==> config.mk <==
export PLATFORM = sky130hd
export DESIGN_NAME = seg7_scan_driver
export DESIGN_NICKNAME = d
export VERILOG_FILES = /design/src/rtl/seg7_pkg.sv /design/src/rtl/bcd_seg7_decode.sv /design/src/rtl/seg7_scan_driver.sv
export SDC_FILE = /design/constraint.sdc
export NUM_CORES = 1
export LEC_CHECK = 0
export CAP_MARGIN = 30
export CORE_MARGIN = 10
export CORE_UTILIZATION = 25
export CTS_CLUSTER_SIZE = 10
export DETAILED_ROUTE_END_ITERATION = 10
export MAX_ROUTING_LAYER = met4
export PLACE_DENSITY_LB_ADDON = 0.05
export SLEW_MARGIN = 40
export SYNTH_ARGS = -nofsm -noshare
export SYNTH_HDL_FRONTEND = slang
export SYNTH_HIERARCHICAL = 1
export SYNTH_SLANG_ARGS = --single-unit
==> constraint.sdc <==
create_clock -name clk -period 2.65 [get_ports clk]
set_clock_uncertainty 0.05 [all_clocks]
set_input_delay 0.53 -clock clk [delete_from_list [all_inputs] [get_ports clk]]
set_output_delay 0.53 -clock clk [all_outputs]
set_load 0.01 [all_outputs]
==> src/rtl/seg7_pkg.sv <==
// Shared constants for the 7-segment scan driver: segment glyphs in {a,b,c,d,e,f,g} order.
package seg7_pkg;
  localparam int MAX_DIGITS = 8;

  localparam logic [6:0] SEG_0    = 7'b1111110;
  localparam logic [6:0] SEG_1    = 7'b0110000;
  localparam logic [6:0] SEG_2    = 7'b1101101;
  localparam logic [6:0] SEG_3    = 7'b1111001;
  localparam logic [6:0] SEG_4    = 7'b0110011;
  localparam logic [6:0] SEG_5    = 7'b1011011;
  localparam logic [6:0] SEG_6    = 7'b1011111;
  localparam logic [6:0] SEG_7    = 7'b1110000;
  localparam logic [6:0] SEG_8    = 7'b1111111;
  localparam logic [6:0] SEG_9    = 7'b1111011;
  localparam logic [6:0] SEG_DASH = 7'b0000001;
  localparam logic [6:0] SEG_OFF  = 7'b0000000;
endpackage

==> src/rtl/bcd_seg7_decode.sv <==
// Combinational BCD-to-segment decode; non-BCD codes render as a dash, blank forces all-off.
module bcd_seg7_decode
  import seg7_pkg::*;
(
  input  logic [3:0] code,
  input  logic       blank,
  output logic [6:0] seg
);
  always_comb begin
    seg = SEG_OFF;
    if (!blank) begin
      case (code)
        4'd0:    seg = SEG_0;
        4'd1:    seg = SEG_1;
        4'd2:    seg = SEG_2;
        4'd3:    seg = SEG_3;
        4'd4:    seg = SEG_4;
        4'd5:    seg = SEG_5;
        4'd6:    seg = SEG_6;
        4'd7:    seg = SEG_7;
        4'd8:    seg = SEG_8;
        4'd9:    seg = SEG_9;
        default: seg = SEG_DASH;
      endcase
    end
  end
endmodule

==> src/rtl/seg7_scan_driver.sv <==
// Time-multiplexed N-digit 7-segment driver with shadow capture, leading-zero
// suppression, a one-cycle inter-digit blank and selectable output polarity.
module seg7_scan_driver
  import seg7_pkg::*;
#(
  parameter int NUM_DIGITS  = 4,
  parameter int REFRESH_DIV = 1000,
  parameter bit ACTIVE_LOW  = 1'b0
) (
  input  logic                      clk,
  input  logic                      rst_n,
  input  logic [4*NUM_DIGITS-1:0]   bcd_in,
  input  logic [NUM_DIGITS-1:0]     dp_in,
  input  logic                      load,
  input  logic                      lz_en,
  output logic [6:0]                seg,
  output logic                      dp,
  output logic [NUM_DIGITS-1:0]     an,
  output logic                      frame_tick
);
  localparam int CNT_W = $clog2(REFRESH_DIV);
  localparam int IDX_W = (NUM_DIGITS > 1) ? $clog2(NUM_DIGITS) : 1;
  localparam logic INV = ACTIVE_LOW;

  logic [CNT_W-1:0]        cnt;
  logic [IDX_W-1:0]        idx;
  logic [4*NUM_DIGITS-1:0] sh_bcd;
  logic [NUM_DIGITS-1:0]   sh_dp;
  logic                    sh_lz;

  logic [NUM_DIGITS-1:0]   lead_zero;
  logic                    run;
  logic [3:0]              cur_code;
  logic                    cur_dp, cur_lz, active, blank;
  logic [NUM_DIGITS-1:0]   an_raw;
  logic [6:0]              seg_raw;

  // lead_zero[k]: digit k and every more-significant digit are zero
  always_comb begin
    run       = 1'b1;
    lead_zero = '0;
    for (int k = NUM_DIGITS - 1; k >= 0; k--) begin
      run          = run && (sh_bcd[4*k +: 4] == 4'd0);
      lead_zero[k] = run;
    end
  end

  always_comb begin
    cur_code = '0;
    cur_dp   = 1'b0;
    cur_lz   = 1'b0;
    an_raw   = '0;
    for (int k = 0; k < NUM_DIGITS; k++) begin
      if (idx == IDX_W'(k)) begin
        cur_code  = sh_bcd[4*k +: 4];
        cur_dp    = sh_dp[k];
        cur_lz    = lead_zero[k] && (k != 0);
        an_raw[k] = active;
      end
    end
  end

  // cnt==0 is the anti-ghosting blank at the head of each slot
  assign active = (cnt != '0);
  assign blank  = !active || (sh_lz && cur_lz);

  bcd_seg7_decode u_dec (
    .code  (cur_code),
    .blank (blank),
    .seg   (seg_raw)
  );

  always_ff @(posedge clk or negedge rst_n) begin
    if (!rst_n) begin
      cnt        <= '0;
      idx        <= '0;
      frame_tick <= 1'b0;
    end else if (cnt == CNT_W'(REFRESH_DIV - 1)) begin
      cnt        <= '0;
      idx        <= (idx == IDX_W'(NUM_DIGITS - 1)) ? '0 : idx + 1'b1;
      frame_tick <= (idx == IDX_W'(NUM_DIGITS - 1));
    end else begin
      cnt        <= cnt + 1'b1;
      frame_tick <= 1'b0;
    end
  end

  always_ff @(posedge clk or negedge rst_n) begin
    if (!rst_n) begin
      sh_bcd <= '0;
      sh_dp  <= '0;
      sh_lz  <= 1'b0;
    end else if (load) begin
      sh_bcd <= bcd_in;
      sh_dp  <= dp_in;
      sh_lz  <= lz_en;
    end
  end

  always_ff @(posedge clk or negedge rst_n) begin
    if (!rst_n) begin
      seg <= {7{INV}};
      dp  <= INV;
      an  <= {NUM_DIGITS{INV}};
    end else begin
      seg <= seg_raw ^ {7{INV}};
      dp  <= (active && cur_dp) ^ INV;
      an  <= an_raw ^ {NUM_DIGITS{INV}};
    end
  end
endmodule

==> impl_metrics.env <==
export IMPL_port_buffers=36
export IMPL_finalMaxSlewViolations=0
export IMPL_cts_htree_levels=2
export IMPL_synthArstFlopShare_pct=100
export IMPL_final_hold_viol_count=0
export IMPL_cts_tree="built"
export IMPL_period_minus_slack_ns=2.39
export IMPL_finalInstanceArea_um2=2920
export IMPL_hold_class="in -> async"
export IMPL_crit_path_cell_trace="inv_1 > ha_1 > nor2b_1 > a221oi_1 > o31ai_2 > inv_1 > ha_1 > or3_4 > a21oi_2"
export IMPL_post_cts_buffers=0
export IMPL_cp_arrival_ns=2.56
export IMPL_synth_edf_count=0
export IMPL_dieArea_um2=13400
export IMPL_grt_pass1_vias=1716
export IMPL_cts_resized=0
export IMPL_final_nets=281
export IMPL_ant_nets=0
export IMPL_ys_flop_type="dfrtp_1"
export IMPL_tns_ns=0
export IMPL_antenna_found_initial=0
export IMPL_synth_warnings=6
export IMPL_grt_pass1_wl_um=8940
export IMPL_fp_dieW_um=116
export IMPL_postPlaceCellArea_um2=2800
export IMPL_cp_num_buf_inv=2
export IMPL_grt_overflow=0
export IMPL_synthDistinctLibCells=53
export IMPL_final_common_cell="dfrtp_1"
export IMPL_timing_rr_start="idx[1]"
export IMPL_start_util_pct=26.0
export IMPL_io_pins=37
export IMPL_cp_end_kind="register"
export IMPL_fin_total_pwr_mw=1.53
export IMPL_critPathMaxFanout=10
export IMPL_worstPathRequired_ns=2.82
export IMPL_synth_area_per_cell_um2=11.2
export IMPL_clk_path_buf_depth=2
export IMPL_coreArea_um2=8850
export IMPL_wirelength_um=5310
export IMPL_drt_iter0_drc=61
export IMPL_die_h_um=116
export IMPL_syn_nets=241
export IMPL_rows=34
export IMPL_post_drt_wl_per_cell_um=15.0
export IMPL_ys_ff_latch=46
export IMPL_drv_cap=0
export IMPL_worstReg2RegEnd="seg[6]"
export IMPL_dp_hpwl_um=4040
export IMPL_clock_fmax_mhz=418
export IMPL_final_layout_size_suffix_gt1_share_pct=19.5
export IMPL_synthCells=206
export IMPL_gp_congestion=0.784
export IMPL_vias=1633
export IMPL_cts_buffers=5
export IMPL_cts_hold_buf=0
export IMPL_r2r_worst_path_cells=9
export IMPL_area_growth_pct=26.9
export IMPL_max_slew_margin_rel_pct=65.6
export IMPL_p_leak_nw=1.21
export IMPL_status="complete, no violations"
export IMPL_grtUsageTotal_pct=8.57
export IMPL_drtPass1Iterations=4
export IMPL_peakVddDrop_uv=204
export IMPL_slowest_delay_ns=0.42
export IMPL_path_clk_slew_ns=0.09
export IMPL_synthesis_area_um2=2300
export IMPL_avgViaCountPerCell=4.61
export IMPL_rsz0062_at_grt="no"
export IMPL_p_per_area_nw_per_um2=525
export IMPL_route_detailed_drc=0
export IMPL_setup_viol_count_final=0
export IMPL_ys_seq_area_share_pct=50.0
export IMPL_cts_root_buf="clkbuf_8"
export IMPL_cp_top_family="compound AO/OA/AOI/OAI gates"
export IMPL_final_cell_mix="46 x dfrtp_1, 35 x clkdlybuf4s50_1, 19 x mux2_2"
export IMPL_grt_max_degree=47
export IMPL_slowest_stage="dfrtp_1"
export IMPL_path_class="reg -> reg"
export IMPL_clock_sink_count=46
export IMPL_diodes=0
export IMPL_worstMarginPinSlew_ns=0.512
export IMPL_start_kind="register"
export IMPL_clock_latency_ns=0.29
export IMPL_timing_hold_ws_ns=0.146
export IMPL_r2r_slack_ns=0.26
export IMPL_fin_crit_sh_pct=90.2
==> where the power goes <==
part           switching, mW  internal, mW  total [mW]
sequential            0.0310         0.752       0.783
combinational         0.0928         0.126       0.219
clock                  0.230         0.302       0.532
total                  0.354          1.18        1.53
==> routing by layer <==
metal | wire (um) | track usage [%]
met5 | 0 | -
met4 | 31 | 2.25
met3 | 276 | 2.38
met2 | 2380 | 12.9
met1 | 2630 | 11.0
==> Yosys cell counts, types with 3 or more instances <==
cell      count  area (um2)
dfrtp_1      46        1150
mux2_2       19         214
nor2_1       14        52.6
nand2_1      12        45.0
ha_1         11         138
inv_1        11        41.3
a21oi_1      10        50.1
nand3_1       7        35.0
and2_1        5        31.3
o21ai_0       5        25.0
o31ai_1       5        37.5
clkbuf_1      4        15.0
nor2b_1       4        25.0
a221oi_1      3        26.3
buf_2         3        15.0
nor4_1        3        18.8
==> stage by stage <==
stage / instances / util [%] / setup WS, ns
after floorplan: 206 / - / 0.172
after global placement: 347 / 31.7 / 0.270
after detailed placement: 347 / 31.7 / 0.148
after CTS: 354 / 33.0 / 0.103
after global routing: 354 / 33.0 / 0.0740
final: 354 / 33.0 / 0.259
==> cell type report <==
| cell class | count | area [um2] |
|---|---|---|
| clock buffer | 6 | 82.6 |
| clock inverter | 1 | 30.0 |
| fill | 927 | 5930 |
| inverter | 13 | 48.8 |
| multi-input combinational | 137 | 1050 |
| sequential | 46 | 1150 |
| tap | 108 | 135 |
| timing repair buffer | 43 | 420 |
==> cells by family (layout without fill, tap and decap cells) <==
family / after synthesis / after routing / share of synthesized area (%)
xor gates and xnor gates: 3 / 3 / 1.14
adders and majority gates: 11 / 11 / 5.98
DFF: 46 / 46 / 50.0
and+or+nand+nor: 64 / 64 / 16.3
muxes: 22 / 22 / 11.0
buffers and inverters: 23 / 63 / 4.46
AOI/OAI and AO/OA: 37 / 37 / 11.1
==> state kept, by name, summed over array words and instances (netlist names) <==
register,count
frame_tick,1
dp,1
sh_lz,1
cnt,10
an,4
sh_dp,4
idx,2
sh_bcd,16
seg,7
==> how the worst max path moves through the flow <==
stage / from / endpoint / slack (ns) / cells past startpoint
final: idx[1] / seg[6] / 0.26 / 9
after global routing: idx[1] / seg[6] / 0.07 / 9
after CTS: idx[1] / seg[6] / 0.10 / 9
after detailed placement: idx[1] / seg[6] / 0.15 / 9
after global placement: idx[0] / seg[6] / 0.27 / 8
after floorplan: idx[0] / seg[6] / 0.17 / 9
(Power assumes the default switching activity.)
